File: config.mk
export PLATFORM = sky130hd
export DESIGN_NAME = md5_iter_core
export DESIGN_NICKNAME = d
export VERILOG_FILES = /design/src/rtl/md5_iter_core.sv
export SDC_FILE = /design/constraint.sdc
export NUM_CORES = 2
export LEC_CHECK = 0
export CAP_MARGIN = 20
export CELL_PAD_IN_SITES_DETAIL_PLACEMENT = 1
export CELL_PAD_IN_SITES_GLOBAL_PLACEMENT = 1
export CORE_UTILIZATION = 49
export DETAILED_ROUTE_END_ITERATION = 16
export GPL_TIMING_DRIVEN = 0
export PLACE_DENSITY_LB_ADDON = 0.05
export RECOVER_POWER = 50
export SLEW_MARGIN = 5
export SYNTH_ARGS = -nofsm -noshare
export SYNTH_HDL_FRONTEND = slang
export SYNTH_SLANG_ARGS = --single-unit
File: constraint.sdc
create_clock -name clk_i -period 28.6 [get_ports clk_i]
set_clock_uncertainty 0.15 [all_clocks]
set_input_delay 2.86 -clock clk_i [delete_from_list [all_inputs] [get_ports clk_i]]
set_output_delay 2.86 -clock clk_i [all_outputs]
set_load 0.02 [all_outputs]
File: src/rtl/md5_iter_core.sv
// Iterative MD5 compression core: one 512-bit block per pass, STEPS rounds per clock,
// with chaining across blocks and a valid/ready digest output.
module md5_iter_core #(
    parameter int STEPS   = 1,
    parameter int OUT_REG = 1
) (
    input  logic         clk_i,
    input  logic         rst_i,
    input  logic         in_valid_i,
    output logic         in_ready_o,
    input  logic [511:0] blk_i,
    input  logic         first_i,
    input  logic         last_i,
    output logic         out_valid_o,
    input  logic         out_ready_i,
    output logic [127:0] hash_o,
    output logic         busy_o,
    output logic [1:0]   state_o
);

    if (!(STEPS == 1 || STEPS == 2 || STEPS == 4 || STEPS == 8 || STEPS == 16)) begin : g_bad_steps
        $error("md5_iter_core: STEPS must be 1, 2, 4, 8 or 16");
    end

    // Handshakes: a transfer happens on a rising edge where valid and ready are both high;
    // out_valid_o never drops before its transfer, in_ready_o is high only when idle.
    typedef enum logic [1:0] {IDLE = 2'd0, RUN = 2'd1, ADD = 2'd2, DONE = 2'd3} state_t;

    localparam logic [127:0] IV = {32'h67452301, 32'hefcdab89, 32'h98badcfe, 32'h10325476};

    localparam logic [31:0] K_TAB [64] = '{
        32'hd76aa478, 32'he8c7b756, 32'h242070db, 32'hc1bdceee,
        32'hf57c0faf, 32'h4787c62a, 32'ha8304613, 32'hfd469501,
        32'h698098d8, 32'h8b44f7af, 32'hffff5bb1, 32'h895cd7be,
        32'h6b901122, 32'hfd987193, 32'ha679438e, 32'h49b40821,
        32'hf61e2562, 32'hc040b340, 32'h265e5a51, 32'he9b6c7aa,
        32'hd62f105d, 32'h02441453, 32'hd8a1e681, 32'he7d3fbc8,
        32'h21e1cde6, 32'hc33707d6, 32'hf4d50d87, 32'h455a14ed,
        32'ha9e3e905, 32'hfcefa3f8, 32'h676f02d9, 32'h8d2a4c8a,
        32'hfffa3942, 32'h8771f681, 32'h6d9d6122, 32'hfde5380c,
        32'ha4beea44, 32'h4bdecfa9, 32'hf6bb4b60, 32'hbebfbc70,
        32'h289b7ec6, 32'heaa127fa, 32'hd4ef3085, 32'h04881d05,
        32'hd9d4d039, 32'he6db99e5, 32'h1fa27cf8, 32'hc4ac5665,
        32'hf4292244, 32'h432aff97, 32'hab9423a7, 32'hfc93a039,
        32'h655b59c3, 32'h8f0ccc92, 32'hffeff47d, 32'h85845dd1,
        32'h6fa87e4f, 32'hfe2ce6e0, 32'ha3014314, 32'h4e0811a1,
        32'hf7537e82, 32'hbd3af235, 32'h2ad7d2bb, 32'heb86d391
    };

    // Rotation amounts repeat every four steps within a round: index {round, step[1:0]}.
    localparam logic [4:0] S_TAB [16] = '{
        5'd7, 5'd12, 5'd17, 5'd22, 5'd5, 5'd9, 5'd14, 5'd20,
        5'd4, 5'd11, 5'd16, 5'd23, 5'd6, 5'd10, 5'd15, 5'd21
    };

    function automatic logic [127:0] md5_step(input logic [127:0] abcd, input logic [5:0] idx,
                                              input logic [511:0] m);
        logic [31:0] a, b, c, d, f, t, rot;
        logic [3:0]  g;
        logic [4:0]  s;
        {a, b, c, d} = abcd;
        case (idx[5:4])
            2'd0: begin f = (b & c) | (~b & d); g = idx[3:0]; end
            2'd1: begin f = (d & b) | (~d & c); g = idx[3:0] * 4'd5 + 4'd1; end
            2'd2: begin f = b ^ c ^ d;          g = idx[3:0] * 4'd3 + 4'd5; end
            default: begin f = c ^ (b | ~d);    g = idx[3:0] * 4'd7; end
        endcase
        s   = S_TAB[{idx[5:4], idx[1:0]}];
        t   = a + f + K_TAB[idx] + m[32*g +: 32];
        rot = (t << s) | (t >> (6'd32 - {1'b0, s}));
        return {d, b + rot, b, c};
    endfunction

    function automatic logic [31:0] bswap(input logic [31:0] x);
        return {x[7:0], x[15:8], x[23:16], x[31:24]};
    endfunction

    state_t         state, state_nxt;
    logic [127:0]   chain, work, stage;
    logic [511:0]   blk_q;
    logic           last_q;
    logic [5:0]     cnt, cnt_nxt;
    logic [127:0]   digest;

    assign cnt_nxt    = cnt + 6'(STEPS);
    assign in_ready_o = (state == IDLE);
    assign busy_o     = (state != IDLE);
    assign state_o    = state;
    assign digest     = {bswap(chain[127:96]), bswap(chain[95:64]),
                         bswap(chain[63:32]), bswap(chain[31:0])};

    always_comb begin
        stage = work;
        for (int k = 0; k < STEPS; k++) begin
            stage = md5_step(stage, cnt + 6'(k), blk_q);
        end
    end

    always_comb begin
        state_nxt = state;
        case (state)
            IDLE:    if (in_valid_i) state_nxt = RUN;
            RUN:     if (cnt_nxt == 6'd0) state_nxt = ADD;
            ADD:     state_nxt = last_q ? DONE : IDLE;
            default: if (out_valid_o && out_ready_i) state_nxt = IDLE;
        endcase
    end

    always_ff @(posedge clk_i or negedge rst_i) begin
        if (!rst_i) begin
            state  <= IDLE;
            chain  <= IV;
            work   <= '0;
            blk_q  <= '0;
            last_q <= 1'b0;
            cnt    <= '0;
        end else begin
            state <= state_nxt;
            case (state)
                IDLE: if (in_valid_i) begin
                    blk_q  <= blk_i;
                    last_q <= last_i;
                    cnt    <= '0;
                    if (first_i) begin
                        chain <= IV;
                        work  <= IV;
                    end else begin
                        work  <= chain;
                    end
                end
                RUN: begin
                    work <= stage;
                    cnt  <= cnt_nxt;
                end
                ADD: chain <= {chain[127:96] + work[127:96], chain[95:64] + work[95:64],
                               chain[63:32] + work[63:32],   chain[31:0] + work[31:0]};
                default: ;
            endcase
        end
    end

    if (OUT_REG != 0) begin : g_out_reg
        logic         ov_q;
        logic [127:0] hash_q;
        always_ff @(posedge clk_i or negedge rst_i) begin
            if (!rst_i) begin
                ov_q   <= 1'b0;
                hash_q <= '0;
            end else if (state == DONE && !ov_q) begin
                ov_q   <= 1'b1;
                hash_q <= digest;
            end else if (ov_q && out_ready_i) begin
                ov_q   <= 1'b0;
            end
        end
        assign out_valid_o = ov_q;
        assign hash_o      = hash_q;
    end else begin : g_out_comb
        assign out_valid_o = (state == DONE);
        assign hash_o      = (state == DONE) ? digest : '0;
    end

endmodule

== After elaboration in Yosys (flattened, before gate mapping) ==
Memories as Yosys holds them, arrays and structs flattened.
Cells that the tools add are included.
Word-level totals
  memory bits (read-only): 2128
  logic and storage cells: 86
  register bits: 906
  memories: 2
  output and inout bits: 133
Cells by class
  bitwise operators: 15
  reductions and logical operators: 15
  multiplexer cells: 19
  $mul: 3
  add/subtract/negate cells: 12
  order comparisons: 2
  eq/ne operators: 7
  shift operators: 3
Memories
  (name not given): depth 64, bits a word 32, rd ports 1, clocked after memory_dff 0, wr ports 0, RTL line 69  | t = a + f + K_TAB[idx] + m[32*g +: 32];
  (name not given): depth 16, bits a word 5, rd ports 1, clocked after memory_dff 0, wr ports 0, RTL line 68  | s = S_TAB[{idx[5:4], idx[1:0]}];
Operator list (number)
  128-bit one-hot mux with 2 select lines: 2
  512-bit by 10-bit variable part select with 32-bit output: 1
  32-bit adder: 8
  128-bit two-way mux: 2
  32-bit AND: 4
  32-bit OR: 4
  32-bit one-hot mux with 3 select lines: 1
  32-bit XOR: 3
  32-bit two-way mux: 2
  32-bit inverter: 2
  32-bit by 5-bit left shift with 32-bit output: 1
  32-bit by 6-bit >> shifter with 32-bit output: 1
  4-bit one-hot mux with 3 select lines: 1
  6-bit one-hot mux with 2 select lines: 1
  5-bit two-way mux: 2
  4-bit by 3-bit multiplier with 4-bit output, second input constant: 2
  2-bit two-way mux: 4
  2-bit nonzero test: 4
  7-bit >= comparator, second input constant: 1
  6-bit inverter with 7-bit output: 1
  6-bit by 1-bit adder with 6-bit output, second input constant: 1
  2-bit equality test, second input constant: 3
  6-bit zero test: 1
  6-bit two-way mux: 1
  other kinds (16): 23

== Depth between registers and ports, before layout ==
  depth after elaboration: 11
  depth in mapped cells: 47
  mapped depth without buffers: 42

== Least setup slack after synthesis ==
Ideal clock, no wire load.
  kind: register to register
  start: reg cnt[2]
  end: reg work[92]
  data arrival time: 9.999 ns
  data required time: 28.313 ns
  setup slack: 18.314 ns
  stages on the path, launching flop included: 47
  clock period less this slack: 10.286 ns
  path through: dfrtp_1 buf_2 inv_1 clkbuf_1 clkbuf_1 fa_1 inv_1 ha_1 xor2_1 xnor2_1 nand2_1 a22oi_1 buf_4 buf_1 mux2i_1 nor2_1 a21oi_1 fa_1 [11 not listed] o31a_1 nor2_1 o31a_1 o221ai_2 ha_1 fa_1 a21o_1 a21oi_1 o21ai_0 a21oi_1 a21oi_1 a31o_2 a311o_1 a31o_2 a21o_1 a21oi_1 xor2_1 a21oi_1
On the way
  word-level cells in the longest chain between the ends: 10
  elaborated cells between the ends (all ways): 18
  classes of those cells: add/sub (5); mul (3); shift (3); mux (4); bitwise (2); memory (1)
RTL lines
  start, declared: RTL line 82  | logic [5:0] cnt, cnt_nxt;
  start signal, assigned: RTL line 133  | cnt <= cnt_nxt;
  parallel branches: the longest is 5 deep, another holds 4-bit by 2-bit multiplier with 4-bit output
  32-bit adder *: RTL line 69
  32-bit by 6-bit >> shifter with 32-bit output / 32-bit by 5-bit left shift with 32-bit output (equally long branches): RTL line 70  | rot = (t << s) | (t >> (6'd32 - {1'b0, s}));
  32-bit OR *: RTL line 70
  32-bit adder *: RTL line 71  | return {d, b + rot, b, c};
  128-bit one-hot mux with 2 select lines *: RTL line 119  | case (state)
  end signal, assigned: RTL line 128  | work <= chain;
  end signal, assigned: RTL line 132  | work <= stage;
  end, declared: RTL line 79  | logic [127:0] chain, work, stage;
Every way passes the cells marked *. The select of a mux whose other input is x is not followed.
A chain may end at the register's enable or synchronous reset.

==> summary.md <==
| Metric | Value |
|---|---|
| Crit path buffers/inverters | `3` |
| Top sig layer | `met5` |
| Length of routed met3 wiring | `43100 um` |
| Post-synthesis cell area | `0.0582 sq mm` |
| Die width | `347 um` |
| Crit-path cells | `clkbuf_1, clkbuf_1, clkbuf_1` |
| Ys async rst share | `100%` |
| Register area share after synthesis | `39.1%` |
| I/O pin count | `651` |
| Worst min-delay path class | `reg2reg` |
| Most frequent CP cell | `clkbuf_1` |
| Share of cells above drive strength 1 | `17.0%` |
| Mapped Nets | `6601` |
| Fin cells | `8357` |
| Post-Synth Adder-Cell Area | `7.14%` |
| Hold buffer count at CTS | `0` |
| CTS Buf Count | `102` |
| Worst slew margin | `-368%` |
| Startpoint Class | `input port` |
| Max stage delay on crit path | `5080 ps` |
| Multi-input gate area | `0.0331 sq mm` |
| Pin count of the biggest net entering global routing | `114` |
| Fin crit share | `59.4%` |
| Clk_lat worst skew | `780 ps` |
| Die H | `347 um` |
| Area grow syn2layout | `21.7%` |
| Distinct cell type count after synthesis | `94` |
| Port Buffers | `650` |
| Commonest non-fill, non-tap cell in the layout | `dfrtp_1` |
| CTS Buffer Depth | `3` |
| Element type at the critical path end | `async pin` |
| Simple-Gate Fraction of Synth Area | `10.8%` |
| DR vias/cell | `7.11` |
| Worst Path Max Fanout | `113` |
| R2R depth | `44` |
| FF/Latch Area | `0.0228 sq mm` |
| Global-route wire length before repair | `446000 um` |
| Rows | `126` |
| Compound-Gate Fraction of Synth Area | `15.9%` |
| Post-layout nets | `7390` |
| Capture point of the worst reg-to-reg path | `work[95]` |
| Unrepaired setup endpoints after global routing | `no` |
| DR iter-0 viols | `7152` |
| Synth Area per Inst | `10.0 sq um` |
| Data required time of the worst path | `27970 ps` |
| Clock transition at path regs | `60 ps` |
| H-tree depth | `3` |
| Xor/xnor share of the synthesized area | `2.72%` |
| Number of global-route vias before repair | `60287` |
| Fin Setup TNS | `0 ps` |
| Wire per inst | `39.1 um` |
| Core area | `0.118 sq mm` |
| Sink Count | `906` |
| Initial Util | `49.3%` |
| GRT Residual Overflow | `0` |
| Antenna violations before repair | `148` |
| Dpl cells | `8004` |
| FF+latch count, synth | `906` |
| DR pass1 iterations | `8` |
| CTS tree | `done` |
| # DRC | `0` |
| Critical path's slowest cell | `clkbuf_1` |
| Mux share of post-synthesis cell area | `20.4%` |
| Hold endpoint | `hash_o[33]` |
| Post-layout minimum cycle time | `16980 ps` |
| Most frequent cells in the layout | `842 x dfrtp_1, 669 x mux2_2, 647 x clkdlybuf4s50_1` |
| Status | `finished, violations left` |
| Failing checks | `max-capacitance violations, max-slew violations` |
| FMAX | `58.9 MHz` |
| WHS Path Cells | `1` |
| Critical path class | `in2async` |
| CP arrival | `16350 ps` |
| ANT nets after route | `0` |
| Ys flop type | `dfrtp_1` |
| Via count | `59394` |
| Hold Fails Final Rpt | `0` |
| # setup viols final | `0` |
| Post-CTS Resized | `0` |
| Root buffer cell | `clkbuf_16` |
| FF-to-FF Start | `cnt[1]` |
| Ys Warns | `0` |
| Post-Route M1 WL | `112000 um` |
| Worst path top cell family by delay | `buffers and inverters` |
| Final GP Congestion | `1.07` |
| Total GRT Usage | `51.7%` |
| Number of max-cap violations | `10` |
| R2R setup slack | `12470 ps` |
| Area of the die | `0.120 sq mm` |
| Total wire length | `327000 um` |
| Post-CTS Setup Bufs | `0` |
| DP HPWL | `227000 um` |
| Number of flops mapped to enable cells by yosys | `0` |
| Largest family of logic cells by synthesized area | `multiplexers` |
| Fill count | `12790` |
| Syn Inst Count | `5793` |
| Routed wl met2 | `139000 um` |
| Slew at the pin with the worst max-slew slack | `7030 ps` |
| Final Max Tran Viols | `786` |
| Hold path start | `hash_o[33]` |
-- stage by stage --
| stage | setup WS (ps) | hold WS (ps) | util (%) | area, sq um |
|---|---|---|---|---|
| after detailed placement | 13840 | 343 | 56.9 | 67100 |
| final | 11620 | 355 | 60.1 | 70800 |
| after global routing | 9860 | 365 | 60.0 | 70700 |
| after CTS | 13670 | 357 | 59.8 | 70500 |
| after floorplan | 18310 | 325 | - | 58200 |
| after global placement | -17140 | 333 | 56.5 | 66600 |
-- registers in the layout (all words and copies together), names as in the netlist --
| signal | cells |
|---|---|
| state_o | 2 |
| cnt | 6 |
| blk_q | 512 |
| hash_o | 128 |
| out_valid_o | 1 |
| work | 128 |
| last_q | 1 |
| chain | 128 |
-- synth_stat cells (18+ instances only) --
cell | number | area share, %
a211oi_1 | 41 | 0.53
a21o_1 | 97 | 1.3
a21oi_1 | 603 | 5.2
a31oi_1 | 63 | 0.68
and2_1 | 20 | 0.22
and3_1 | 74 | 0.80
buf_1 | 58 | 0.37
buf_2 | 18 | 0.15
clkbuf_1 | 302 | 1.9
dfrtp_1 | 842 | 36
dfstp_2 | 64 | 2.9
fa_1 | 70 | 2.4
ha_1 | 220 | 4.7
inv_1 | 213 | 1.4
mux2_2 | 682 | 13
mux2i_1 | 88 | 1.5
mux4_2 | 146 | 5.7
nand2_1 | 473 | 3.1
nand2b_1 | 30 | 0.32
nand3_1 | 102 | 0.88
nor2_1 | 379 | 2.4
nor2b_1 | 34 | 0.37
nor3_1 | 169 | 1.5
nor3b_1 | 36 | 0.46
o211ai_1 | 40 | 0.52
o21a_1 | 31 | 0.40
o21ai_0 | 303 | 2.6
o21bai_1 | 18 | 0.23
o221ai_1 | 23 | 0.35
o22ai_1 | 18 | 0.19
o31ai_1 | 75 | 0.97
xnor2_1 | 108 | 1.6
xor2_1 | 68 | 1.0
-- per-layer routing --
metal	track usage (%)	up-vias
met3	18.6	1822
met4	39.8	26
met5	0.200	-
met2	76.7	5044
met1	61.0	29728
li1	-	22774
-- area by class of cell --
type | instances | area share (%)
diodes | 153 | 0.541
clock buffers | 160 | 4.40
flip-flops and latches | 906 | 32.1
inverters | 218 | 1.16
well taps | 1536 | 2.71
clock inverters | 30 | 0.461
plain buffers | 392 | 2.16
multi-input cells | 4277 | 46.7
repair buffers | 685 | 9.71
-- how the worst max path moves through the flow --
stage	start	end	slack, ps	depth (start not counted)
6_report	rst_i	hash_o[95]	11620	3
4_1_cts	cnt[1]	work[95]	13670	45
3_5_place_dp	cnt[1]	work[95]	13840	45
5_1_grt	rst_i	hash_o[95]	9860	3
2_1_floorplan	cnt[2]	work[92]	18310	46
3_3_place_gp	rst_i	hash_o[11]	-17140	1
-- cell families after synthesis --
group / after synthesis
XOR/XNOR: 178
adder cells (fa/ha/maj): 290
buffers and inverters: 610
flip-flops: 906
AO/OA/AOI/OAI: 1510
multiplexers: 916
AND/OR/NAND/NOR: 1383
Power is left out: the tool's default activity adds up to more than one toggle a clock period on the data nets, which glitch-free logic cannot reach.
